`src/rtl/sigma_delta_decimator.sv`:
```
// Second-order CIC (sinc2) decimator for a 1-bit sigma-delta stream.
// Decimates by 2^DEC_LOG2 and emits signed OUT_WIDTH-bit samples with a strobe.
module sigma_delta_decimator #(
    parameter int DEC_LOG2  = 6,
    parameter int OUT_WIDTH = 12
) (
    input  logic                        clk,
    input  logic                        rst,
    input  logic                        en,
    input  logic                        sdIn,
    output logic signed [OUT_WIDTH-1:0] out,
    output logic                        outValid
);

    localparam int ACC_W = 2 * DEC_LOG2 + 1;
    localparam int SH    = 2 * DEC_LOG2 - OUT_WIDTH;

    typedef logic [ACC_W-1:0]    acc_t;
    typedef logic [DEC_LOG2-1:0] cnt_t;

    localparam acc_t HALF  = acc_t'(1) << (2 * DEC_LOG2 - 1);
    localparam acc_t S_MAX = HALF - acc_t'(1);

    acc_t i1_q, i1_d;
    acc_t i2_q, i2_d;
    acc_t snap_q, snap_d;
    acc_t snapd_q, snapd_d;
    acc_t c1_q, c1_d;
    acc_t c1d_q, c1d_d;
    cnt_t cnt_q, cnt_d;
    logic s1v_q, s1v_d;
    logic s2v_q, s2v_d;
    logic valid_q, valid_d;
    logic [1:0] prime_q, prime_d;
    logic signed [OUT_WIDTH-1:0] out_q, out_d;

    acc_t c2;
    logic signed [ACC_W-1:0] s_sat;
    logic dec_edge;

    always_comb begin
        i1_d    = i1_q;
        i2_d    = i2_q;
        snap_d  = snap_q;
        snapd_d = snapd_q;
        c1_d    = c1_q;
        c1d_d   = c1d_q;
        cnt_d   = cnt_q;
        prime_d = prime_q;
        out_d   = out_q;
        valid_d = 1'b0;

        // raw never exceeds R^2, so its top bit set means exactly R^2
        c2       = c1_q - c1d_q;
        s_sat    = c2[ACC_W-1] ? S_MAX : (c2 - HALF);
        dec_edge = en && (cnt_q == '1);

        if (en) begin
            i1_d  = i1_q + acc_t'(sdIn);
            i2_d  = i2_q + i1_q;
            cnt_d = cnt_q + cnt_t'(1);
        end

        s1v_d = dec_edge;
        if (dec_edge) begin
            snap_d = i2_q + i1_q;
        end

        s2v_d = s1v_q;
        if (s1v_q) begin
            c1_d    = snap_q - snapd_q;
            snapd_d = snap_q;
        end

        if (s2v_q) begin
            c1d_d = c1_q;
            if (prime_q == 2'd2) begin
                valid_d = 1'b1;
                out_d   = OUT_WIDTH'(s_sat >>> SH);
            end else begin
                prime_d = prime_q + 2'd1;
            end
        end
    end

    always_ff @(posedge clk) begin
        if (rst) begin
            i1_q    <= '0;
            i2_q    <= '0;
            snap_q  <= '0;
            snapd_q <= '0;
            c1_q    <= '0;
            c1d_q   <= '0;
            cnt_q   <= '0;
            s1v_q   <= 1'b0;
            s2v_q   <= 1'b0;
            valid_q <= 1'b0;
            prime_q <= '0;
            out_q   <= '0;
        end else begin
            i1_q    <= i1_d;
            i2_q    <= i2_d;
            snap_q  <= snap_d;
            snapd_q <= snapd_d;
            c1_q    <= c1_d;
            c1d_q   <= c1d_d;
            cnt_q   <= cnt_d;
            s1v_q   <= s1v_d;
            s2v_q   <= s2v_d;
            valid_q <= valid_d;
            prime_q <= prime_d;
            out_q   <= out_d;
        end
    end

    assign out      = out_q;
    assign outValid = valid_q;

endmodule

```
`config.mk`:
```
export PLATFORM = sky130hd
export DESIGN_NAME = sigma_delta_decimator
export DESIGN_NICKNAME = d
export VERILOG_FILES = /design/src/rtl/sigma_delta_decimator.sv
export SDC_FILE = /design/constraint.sdc
export NUM_CORES = 1
export LEC_CHECK = 0
export CAP_MARGIN = 20
export CELL_PAD_IN_SITES_DETAIL_PLACEMENT = 0
export CELL_PAD_IN_SITES_GLOBAL_PLACEMENT = 1
export CORE_UTILIZATION = 49
export CTS_CLUSTER_DIAMETER = 80
export DETAILED_ROUTE_END_ITERATION = 16
export PLACE_DENSITY = 0.79
export SYNTH_ARGS = -nofsm -noshare
export SYNTH_HDL_FRONTEND = slang
export SYNTH_SLANG_ARGS = --single-unit
```
`constraint.sdc`:
```
create_clock -name clk -period 3.7 [get_ports clk]
set_clock_uncertainty 0.1 [all_clocks]
set_input_delay 0.925 -clock clk [delete_from_list [all_inputs] [get_ports clk]]
set_output_delay 0.925 -clock clk [all_outputs]
set_load 0.05 [all_outputs]
```
==> flow_metrics.tcl <==
set metrics [dict create \
    vdd_drop_max_mv 0.179 \
    cp_max_fo 11 \
    dieArea_sq_um 11600 \
    hold_ws_ns 0.370 \
    cts_resized 0 \
    hold_viol 0 \
    h-tree-depth 3 \
    cap_viol_max_count 0 \
    area_delta_synth_final_pct 8.30 \
    final_cell_mix "101 x dfxtp_1, 88 x nor2_1, 43 x mux2i_1" \
    setup.worst_path.class "reg2reg" \
    nFillCells 1021 \
    worst_pin_slew_ns 0.908 \
    io_pins 17 \
    cp_num_buf_inv 1 \
    syn-num-nets 665 \
    cts_made_buffers 9 \
    cts_tree "yes" \
    postSynthCellCount 618 \
    wl_met3_um 188 \
    wl_met2_mm 4.76 \
    grt_overflow_total 0 \
    finalSetupTns_ns 0 \
    cts.reportedPaths.clkPinSlew_ns 0.10 \
    async_flop_share 0 \
    synth.top_cell.area_share 0.369 \
    rows 38 \
    antenna_found_initial 0 \
    yosys_warnings 0 \
    wl_met1_mm 5.08 \
    synth_edf_count 0 \
    synthFlopType "dfxtp_1" \
    power_leakage_nw 2.33 \
    topRoutingLayerUsed "met4" \
    status "completed" \
    clk_latency_ns 0.38 \
    required_ns 3.85 \
    n_antenna_cell 0 \
    io_buffers 16 \
    hold_class "reg2reg" \
    ctsLongestPathBuffers 2 \
    yosysUniqueCellTypes 61 \
    dp.cells 751 \
    clock_sinks 101 \
    arrival_ns 2.89 \
    cp-end-kind "flip-flop" \
    place_hpwl_mm 7.52 \
    ys_seq_area_frac 0.369 \
    multi_input_area_sq_um 3230 \
    post_cts_buffers 0 \
    ys_seq_elements 101 \
    rsz0062_at_grt "no" \
    cp-start-kind "flip-flop" \
    wl_per_cell_um 13.3 \
    max_stage_delay_ns 0.50 \
    cts-root-buf "clkbuf_8" \
    cp_cell_sequence "inv_1 > ha_1 > and3_4 > a221o_1 > a21o_1 > a221o_1 > nor2_2 > a211oi_1" \
    fin_crit_ns 2.74 \
    yosys.area.top_type "dfxtp_1" \
    synth_area_leaders "dfxtp_1 37%, ha_1 9.1%, mux2i_1 7.8%, nor2_1 6.0%, xor2_1 3.4%" \
    drc 0 \
    coreArea_sq_um 10900 \
    via_per_inst 5.39 \
    routed_wirelength_mm 10.2 \
    die_w_um 108 \
    finalNonFillerCells 767 \
    grt_max_degree 42 \
    die_y_um 108 \
    drive_gt1_frac 0.0638 \
    slew_violations 0 \
    post-route-period-util 0.741 \
    crit_path_frequent_cell "a221o_1" \
    fmaxAchievable_mhz 365 \
    antenna_left 0 \
    powerDensity_nw_per_um2 314 \
    start_util 0.504 \
    syn_area_sq_um 5480 \
    grt_pass1_vias 3999 \
    cpLargestDelayFamily "compound AO/OA/AOI/OAI gates" \
    vias 4132 \
    final-seq-area_sq_um 2020 \
    grt_pass1_wl_mm 17.9 \
    dr.pass1.iters 4 \
    gp_congestion 0.807 \
    layout.nets 669 \
    final_common_cell "dfxtp_1" \
    finalPower_w 0.00187 \
    cp_slowest_cell "nor2_2" \
    syn-mean-instance-area_sq_um 8.87 \
    finish.utilization 0.546 \
    grt_use_total 0.193 \
    setup_viol 0 \
    cts_hold_buf 0 \
    drtIter0Drc 114 \
    timing.slew.headroom 0.394 \
]
## final timing paths
check                                 to  slack [ns]  startpoint  cells past startpoint
worst min register to register  i2_q[11]        0.37    i2_q[11]                      2
worst min-delay path            i2_q[11]        0.37    i2_q[11]                      2
worst max-delay path              out[0]        0.96    c1d_q[8]                      8
worst max register to register    out[0]        0.96    c1d_q[8]                      8
## final cells by class
type                       count  area share
multi-input combinational    457       0.544
clock buffer                   9      0.0209
inverter                      32      0.0202
tap                          140      0.0295
clock inverter                 7      0.0124
timing repair buffer          21      0.0329
sequential                   101       0.340
## registers in the layout (all words and copies together), names as in the netlist
name,flops
prime_q,2
s1v_q,1
s2v_q,1
outValid,1
i2_q,13
out,12
snapd_q,13
c1_q,13
c1d_q,13
snap_q,13
cnt_q,6
i1_q,13
## per-stage QoR
stage | setup slack, ns | area, sq um
5_1_grt | 0.745 | 5940
6_report | 0.959 | 5940
4_1_cts | 0.934 | 5940
3_5_place_dp | 0.921 | 5740
2_1_floorplan | 1.40 | 5480
3_3_place_gp | 0.974 | 5740
## tightest hold or removal path: cells and delay by family (launching register included)
kind | cells | cell delay [ns]
simple gates | 1 | 0.06
compound gates | 1 | 0.05
flops | 1 | 0.32
## cell families (layout without fill, tap and decap cells)
family | Yosys count | after routing | share of synthesized area
adder cells (fa/ha/maj) | 43 | 43 | 0.102
flip-flops | 101 | 101 | 0.369
AO/OA/AOI/OAI | 127 | 127 | 0.163
buffers and inverters | 60 | 69 | 0.0424
XOR/XNOR | 40 | 40 | 0.0639
multiplexers | 44 | 44 | 0.0826
AND/OR/NAND/NOR | 203 | 203 | 0.178
## report_power, final
part / switching [W] / total [W] / internal, W
combinational: 0.0000349 / 0.0000528 / 0.0000178
clock: 0.000402 / 0.000717 / 0.000315
sequential: 0.00000547 / 0.00110 / 0.00109
## synth_stat cells, types with 7 or more instances
library cell  count
clkbuf_1         23
a211oi_2          9
a211oi_1          9
mux2i_1          43
nor2_1           88
nand3_1          10
dfxtp_1         101
xor2_1           21
and3_1            7
inv_1            32
o21ai_1           9
a21oi_1          35
nand2_1          38
nor3_1            7
a21o_1           16
xnor2_1          19
nand2b_1         14
o21a_1            7
ha_1             40
## layer usage
metal,vias up,global-route usage
li1,2162,-
met1,1909,0.234
met2,47,0.332
met3,14,0.0321
met4,0,0.0920
met5,-,0
No activity file was read; power rests on OpenSTA's default activity.
